### src/rtl/ex_muldiv_unit.sv
// ex_muldiv_unit: iterative RV32M multiply/divide unit for the EX stage.
// Ports: clk, rst (async, active-high); start/funct3/rs1_data/rs2_data
//   from ID/EX; kill (flush), hold (downstream stall);
//   busy (stall request), result_valid, result (held until pipeline advances).
module ex_muldiv_unit #(
   parameter int XLEN = 32
) (
   input  logic            clk,
   input  logic            rst,
   input  logic            start,
   input  logic [2:0]      funct3,
   input  logic [XLEN-1:0] rs1_data,
   input  logic [XLEN-1:0] rs2_data,
   input  logic            kill,
   input  logic            hold,
   output logic            busy,
   output logic            result_valid,
   output logic [XLEN-1:0] result
);

   localparam int CW = $clog2(XLEN);
   localparam logic [CW-1:0] CNT_LAST = CW'(XLEN - 1);
   localparam logic [XLEN-1:0] XMIN = {1'b1, {(XLEN-1){1'b0}}};

   typedef enum logic [1:0] {
      S_IDLE,
      S_CALC,
      S_DONE
   } state_e;

   state_e state_q, state_d;

   logic [CW-1:0]     cnt_q, cnt_d;
   logic [2:0]        fn_q, fn_d;
   logic              neg_q, neg_d;
   logic              negr_q, negr_d;
   logic [XLEN-1:0]   opnd_q, opnd_d;
   logic [2*XLEN-1:0] acc_q, acc_d;
   logic [XLEN-1:0]   res_q, res_d;

   logic              accept;
   logic              is_div;
   logic              sgn_a, sgn_b;
   logic              a_neg, b_neg;
   logic              div0, ovf, special;
   logic              last;
   logic [XLEN-1:0]   a_mag, b_mag;
   logic [XLEN-1:0]   spec_res;
   logic [XLEN:0]     mul_sum;
   logic [XLEN+1:0]   div_diff;
   logic [2*XLEN-1:0] acc_step;
   logic [2*XLEN-1:0] prod;
   logic [XLEN-1:0]   quo, rem;
   logic [XLEN-1:0]   fin_res;

   // Operand decode for the op presented in IDLE
   always_comb begin
      sgn_a = 1'b0;
      sgn_b = 1'b0;
      unique case (funct3)
         3'b001:  begin sgn_a = 1'b1; sgn_b = 1'b1; end
         3'b010:  begin sgn_a = 1'b1; end
         3'b100:  begin sgn_a = 1'b1; sgn_b = 1'b1; end
         3'b110:  begin sgn_a = 1'b1; sgn_b = 1'b1; end
         default: begin sgn_a = 1'b0; sgn_b = 1'b0; end
      endcase
      is_div  = funct3[2];
      a_neg   = sgn_a & rs1_data[XLEN-1];
      b_neg   = sgn_b & rs2_data[XLEN-1];
      a_mag   = a_neg ? -rs1_data : rs1_data;
      b_mag   = b_neg ? -rs2_data : rs2_data;
      div0    = (rs2_data == '0);
      ovf     = ~funct3[0] & (rs1_data == XMIN) & (rs2_data == '1);
      special = is_div & (div0 | ovf);
      if (div0) begin
         spec_res = funct3[1] ? rs1_data : '1;
      end else begin
         spec_res = funct3[1] ? '0 : XMIN;
      end
      accept = (state_q == S_IDLE) & start & ~kill;
      last   = (cnt_q == CNT_LAST);
   end

   // One iteration: shift-add multiply or restoring divide step.
   // acc holds {hi, lo}: product/remainder in hi, multiplier/quotient in lo.
   always_comb begin
      mul_sum  = {1'b0, acc_q[2*XLEN-1:XLEN]}
               + (acc_q[0] ? {1'b0, opnd_q} : '0);
      div_diff = {1'b0, acc_q[2*XLEN-1:XLEN-1]} - {2'b00, opnd_q};
      if (fn_q[2]) begin
         if (div_diff[XLEN+1]) begin
            acc_step = {acc_q[2*XLEN-2:0], 1'b0};
         end else begin
            acc_step = {div_diff[XLEN-1:0], acc_q[XLEN-2:0], 1'b1};
         end
      end else begin
         acc_step = {mul_sum, acc_q[XLEN-1:1]};
      end
      prod = neg_q ? -acc_step : acc_step;
      quo  = acc_step[XLEN-1:0];
      rem  = acc_step[2*XLEN-1:XLEN];
      unique case (fn_q)
         3'b000:  fin_res = prod[XLEN-1:0];
         3'b001,
         3'b010,
         3'b011:  fin_res = prod[2*XLEN-1:XLEN];
         3'b100,
         3'b101:  fin_res = neg_q ? -quo : quo;
         default: fin_res = negr_q ? -rem : rem;
      endcase
   end

   // Datapath register updates
   always_comb begin
      cnt_d  = cnt_q;
      fn_d   = fn_q;
      neg_d  = neg_q;
      negr_d = negr_q;
      opnd_d = opnd_q;
      acc_d  = acc_q;
      res_d  = res_q;
      unique case (state_q)
         S_IDLE: begin
            if (accept) begin
               fn_d   = funct3;
               neg_d  = a_neg ^ b_neg;
               negr_d = a_neg;
               cnt_d  = '0;
               if (special) begin
                  res_d = spec_res;
               end else begin
                  opnd_d = is_div ? b_mag : a_mag;
                  acc_d  = {{XLEN{1'b0}}, is_div ? a_mag : b_mag};
               end
            end
         end
         S_CALC: begin
            acc_d = acc_step;
            cnt_d = cnt_q + 1'b1;
            if (last && !kill) begin
               res_d = fin_res;
            end
         end
         default: begin
         end
      endcase
      if (kill) begin
         cnt_d = '0;
      end
   end

   // Next state
   always_comb begin
      state_d = state_q;
      unique case (state_q)
         S_IDLE: begin
            if (accept) begin
               state_d = special ? S_DONE : S_CALC;
            end
         end
         S_CALC: begin
            if (last) begin
               state_d = S_DONE;
            end
         end
         S_DONE: begin
            if (!hold) begin
               state_d = S_IDLE;
            end
         end
         default: state_d = S_IDLE;
      endcase
      if (kill) begin
         state_d = S_IDLE;
      end
   end

   // Outputs
   always_comb begin
      busy = ~rst & ~kill
           & (((state_q == S_IDLE) & start) | (state_q == S_CALC));
      result_valid = (state_q == S_DONE);
      result       = res_q;
   end

   always_ff @(posedge clk or posedge rst) begin
      if (rst) begin
         state_q <= S_IDLE;
      end else begin
         state_q <= state_d;
      end
   end

   always_ff @(posedge clk or posedge rst) begin
      if (rst) begin
         cnt_q  <= '0;
         fn_q   <= '0;
         neg_q  <= 1'b0;
         negr_q <= 1'b0;
         opnd_q <= '0;
         acc_q  <= '0;
         res_q  <= '0;
      end else begin
         cnt_q  <= cnt_d;
         fn_q   <= fn_d;
         neg_q  <= neg_d;
         negr_q <= negr_d;
         opnd_q <= opnd_d;
         acc_q  <= acc_d;
         res_q  <= res_d;
      end
   end

endmodule

### config.mk
export PLATFORM = sky130hd
export DESIGN_NAME = ex_muldiv_unit
export DESIGN_NICKNAME = d
export VERILOG_FILES = /design/src/rtl/ex_muldiv_unit.sv
export SDC_FILE = /design/constraint.sdc
export NUM_CORES = 1
export LEC_CHECK = 0
export BUFFER_PORTS_ARGS = -buffer_cell sky130_fd_sc_hd__buf_2
export CAP_MARGIN = 25
export CORE_MARGIN = 2
export CORE_UTILIZATION = 45
export CTS_CLUSTER_SIZE = 20
export DETAILED_ROUTE_END_ITERATION = 10
export PLACE_DENSITY = 0.69
export RECOVER_POWER = 100
export SLEW_MARGIN = 20
export SYNTH_ARGS = -nofsm -noshare
export SYNTH_HDL_FRONTEND = slang
export SYNTH_SLANG_ARGS = --single-unit
### constraint.sdc
create_clock -name clk -period 7.6 [get_ports clk]
set_clock_uncertainty 0.15 [all_clocks]
set_input_delay 1.14 -clock clk [delete_from_list [all_inputs] [get_ports clk]]
set_output_delay 1.14 -clock clk [all_outputs]
set_load 0.02 [all_outputs]
==> results_dict.tcl <==
set metrics [dict create \
    status "finished with violations" \
    violations "capacitance limit, slew limit" \
    endpoint_kind "register" \
    critPathTopFamily "compound AO/OA/AOI/OAI gates" \
    total_power_w 0.00714 \
    hold_class "reg2reg" \
    clockBufferDepth 2 \
    setup_violations 0 \
    avgRoutedWirePerCell_um 25.0 \
    slew_headroom_pct -185 \
    ant_nets 0 \
    vdd_drop_max_uv 201 \
    holdWs_ns 0.341 \
    grt_max_degree 126 \
    grt_pass1_vias 16500 \
    crit_buf_inv 1 \
    crit_chain "ha_1 > a21oi_2 > o21ai_1 > a221oi_1 > o21a_1 > buf_4 > nand2_1 > mux2i_1 > ha_1 > o211ai_1 > or4_1 > or2_0 > or3_1 > or2_0 > nand3_1 > o21ai_0 > nand2_1 > o21ai_0 > o21ai_0 > a31oi_1" \
    slowest_stage "a221oi_1" \
    rsz0062_at_grt "no" \
    ys_warn_count 0 \
    finalCritPeriodShare_pct 87.1 \
    hold_buffers 0 \
    vias_per_cell 6.63 \
    root_buffer "clkbuf_16" \
    gr-usage-met3_pct 7.51 \
    numClockSinks 140 \
    synth_top_area_share_pct 21.4 \
    synth_edf_count 0 \
    ys_ff_latch 140 \
    setup_tns_ns 0 \
    worstPathRequired_ns 7.75 \
    synth.avg_cell_area_um2 7.41 \
    synth_cell_types 109 \
    coreArea_mm2 0.0357 \
    power.density_mw_per_mm2 407 \
    use_met1_pct 46.2 \
    drv_cap 5 \
    path_class "reg2reg" \
    dr.pass1.iters 8 \
    htreeDepth 4 \
    hold_viol 0 \
    antenna_cells 0 \
    clock_latency_ns 0.46 \
    post-cts-setup-buffers 0 \
    track_usage_pct 35.0 \
    die_h_um 195 \
    place_hpwl_um 51700 \
    synthTopCellsByArea "dfrtp_1, o21ai_0, a21oi_1" \
    top_usage_layer "met2" \
    post-synth-top-count-cell "nor2_1" \
    start_util_pct 45.9 \
    fin_crit_ns 6.62 \
    pin_count 106 \
    io_buffers 105 \
    syn_area_mm2 0.0164 \
    place.gp.congestion 0.996 \
    tightest_slew_ns 4.27 \
    syn_nets 2353 \
    grt_antenna_before_repair 4 \
    ys.flop_type "dfrtp_1" \
    area_growth_pct 7.39 \
    startpoint_type "register" \
    cts_resized 0 \
    max_stage_delay_ns 0.70 \
    p_leak_nw 7.20 \
    drt_iter0_markers 2085 \
    layout.nets 2361 \
    cp_max_fo 18 \
    drc 0 \
    maxSlewViolCount 314 \
    final_layout_size_suffix_gt1_share_pct 9.24 \
    synth_largest_area_cell "dfrtp_1" \
    grt_pass1_wl_um 102000 \
    std_cell_rows 69 \
    met2_usage_pct 54.5 \
    vias 17800 \
    drt_wl_total_um 67200 \
    cts_tree "done" \
    cts_buffers 17 \
    worst_path_most_repeated_cell "o21ai_0" \
    clk_pin_slew_ns 0.07 \
    timing.fmax_ghz 0.151 \
    yosys-top-cells-count "nor2_1, nand2_1, o21ai_0" \
    dieArea_mm2 0.0379 \
    grt_overflow 0 \
    crit_arrival_ns 6.77 \
    yosysSeqAreaShare_pct 21.4 \
    synth_cells 2208 \
    postSynth.asyncResetShare_pct 100 \
    die_w_um 195 \
    fillers 3625 \
]
[registers in the layout (all words and copies together) (netlist names)]
register,cells
result,32
state_q,2
acc_q,64
cnt_q,5
neg_q,1
opnd_q,32
fn_q,3
negr_q,1
[final cells by class]
type,instances,area [um2],area share [%]
well taps,461,577,3.28
inverters,67,253,1.44
clock inverters,13,141,0.805
multi-input cells,1858,11900,68.0
flip-flops and latches,140,3500,19.9
clock buffers,19,453,2.58
repair buffers,132,693,3.95
[report_power, final]
group	leakage (nW)	total, W	internal [W]	switching [W]
sequential	1.78	0.00122	0.000922	0.000294
combinational	5.13	0.00504	0.00171	0.00333
clock	0.286	0.000885	0.000502	0.000383
[logic make-up (layout without fill, tap and decap cells)]
logic type,Yosys count,in the layout,synth area share [%]
simple gates,795,795,24.4
compound gates,785,785,31.6
buf+inv,210,231,5.38
xor+xnor,148,148,7.93
flops,140,140,21.4
fa+ha+maj,73,73,5.68
mux,57,57,3.62
[worst min-delay path, delay by kind of cell, from the launching register on]
kind | cells | cell delay [ns]
compound gates | 1 | 0.06
simple gates | 1 | 0.05
flops | 1 | 0.35
[through the flow]
stage	setup slack, ns	instance area [um2]	utilization [%]	std cells
2_1_floorplan	2.14	16400	-	2208
3_5_place_dp	1.61	17100	47.8	2656
3_3_place_gp	1.64	17100	47.8	2656
5_1_grt	0.584	17600	49.3	2690
4_1_cts	1.61	17700	49.5	2688
6_report	0.981	17600	49.3	2690
[placed cells by master, fill, tap and decap left out, drive strengths merged, types with 11 or more instances in the layout]
| master | count |
|---|---|
| nor2b | 16 |
| nand2b | 11 |
| mux2i | 40 |
| clkbuf | 62 |
| mux2 | 17 |
| o21ai | 221 |
| nand3 | 74 |
| and2 | 50 |
| dfrtp | 140 |
| nor3 | 62 |
| a21o | 22 |
| o31ai | 33 |
| xnor2 | 83 |
| o22ai | 11 |
| a21oi | 206 |
| ha | 71 |
| inv | 67 |
| or4 | 13 |
| a31oi | 34 |
| nor2 | 218 |
| nor4 | 21 |
| or3 | 17 |
| and3 | 21 |
| o41ai | 15 |
| a221oi | 16 |
| buf | 89 |
| o211ai | 32 |
| o21a | 19 |
| a211oi | 54 |
| nand2 | 213 |
| nand4 | 35 |
| o221ai | 17 |
| xor2 | 65 |
[final timing paths]
path / endpoint / startpoint / cells after the start / slack [ns]
hold / removal: result[1] / result[1] / 2 / 0.34
hold reg to reg: result[1] / result[1] / 2 / 0.34
max in group asynchronous: acc_q[53] / rst / 3 / 2.72
setup / recovery: result[6] / acc_q[49] / 20 / 0.98
min in group asynchronous: result[9] / rst / 2 / 1.66
setup reg to reg: result[6] / acc_q[49] / 20 / 0.98
[layer usage]
metal | share of wire, % | vias up
met5 | 0.079 | -
met4 | 5.0 | 8
met3 | 10 | 186
met2 | 44 | 942
met1 | 41 | 8483
li1 | - | 8212
Power figures use the tool's default switching activity.
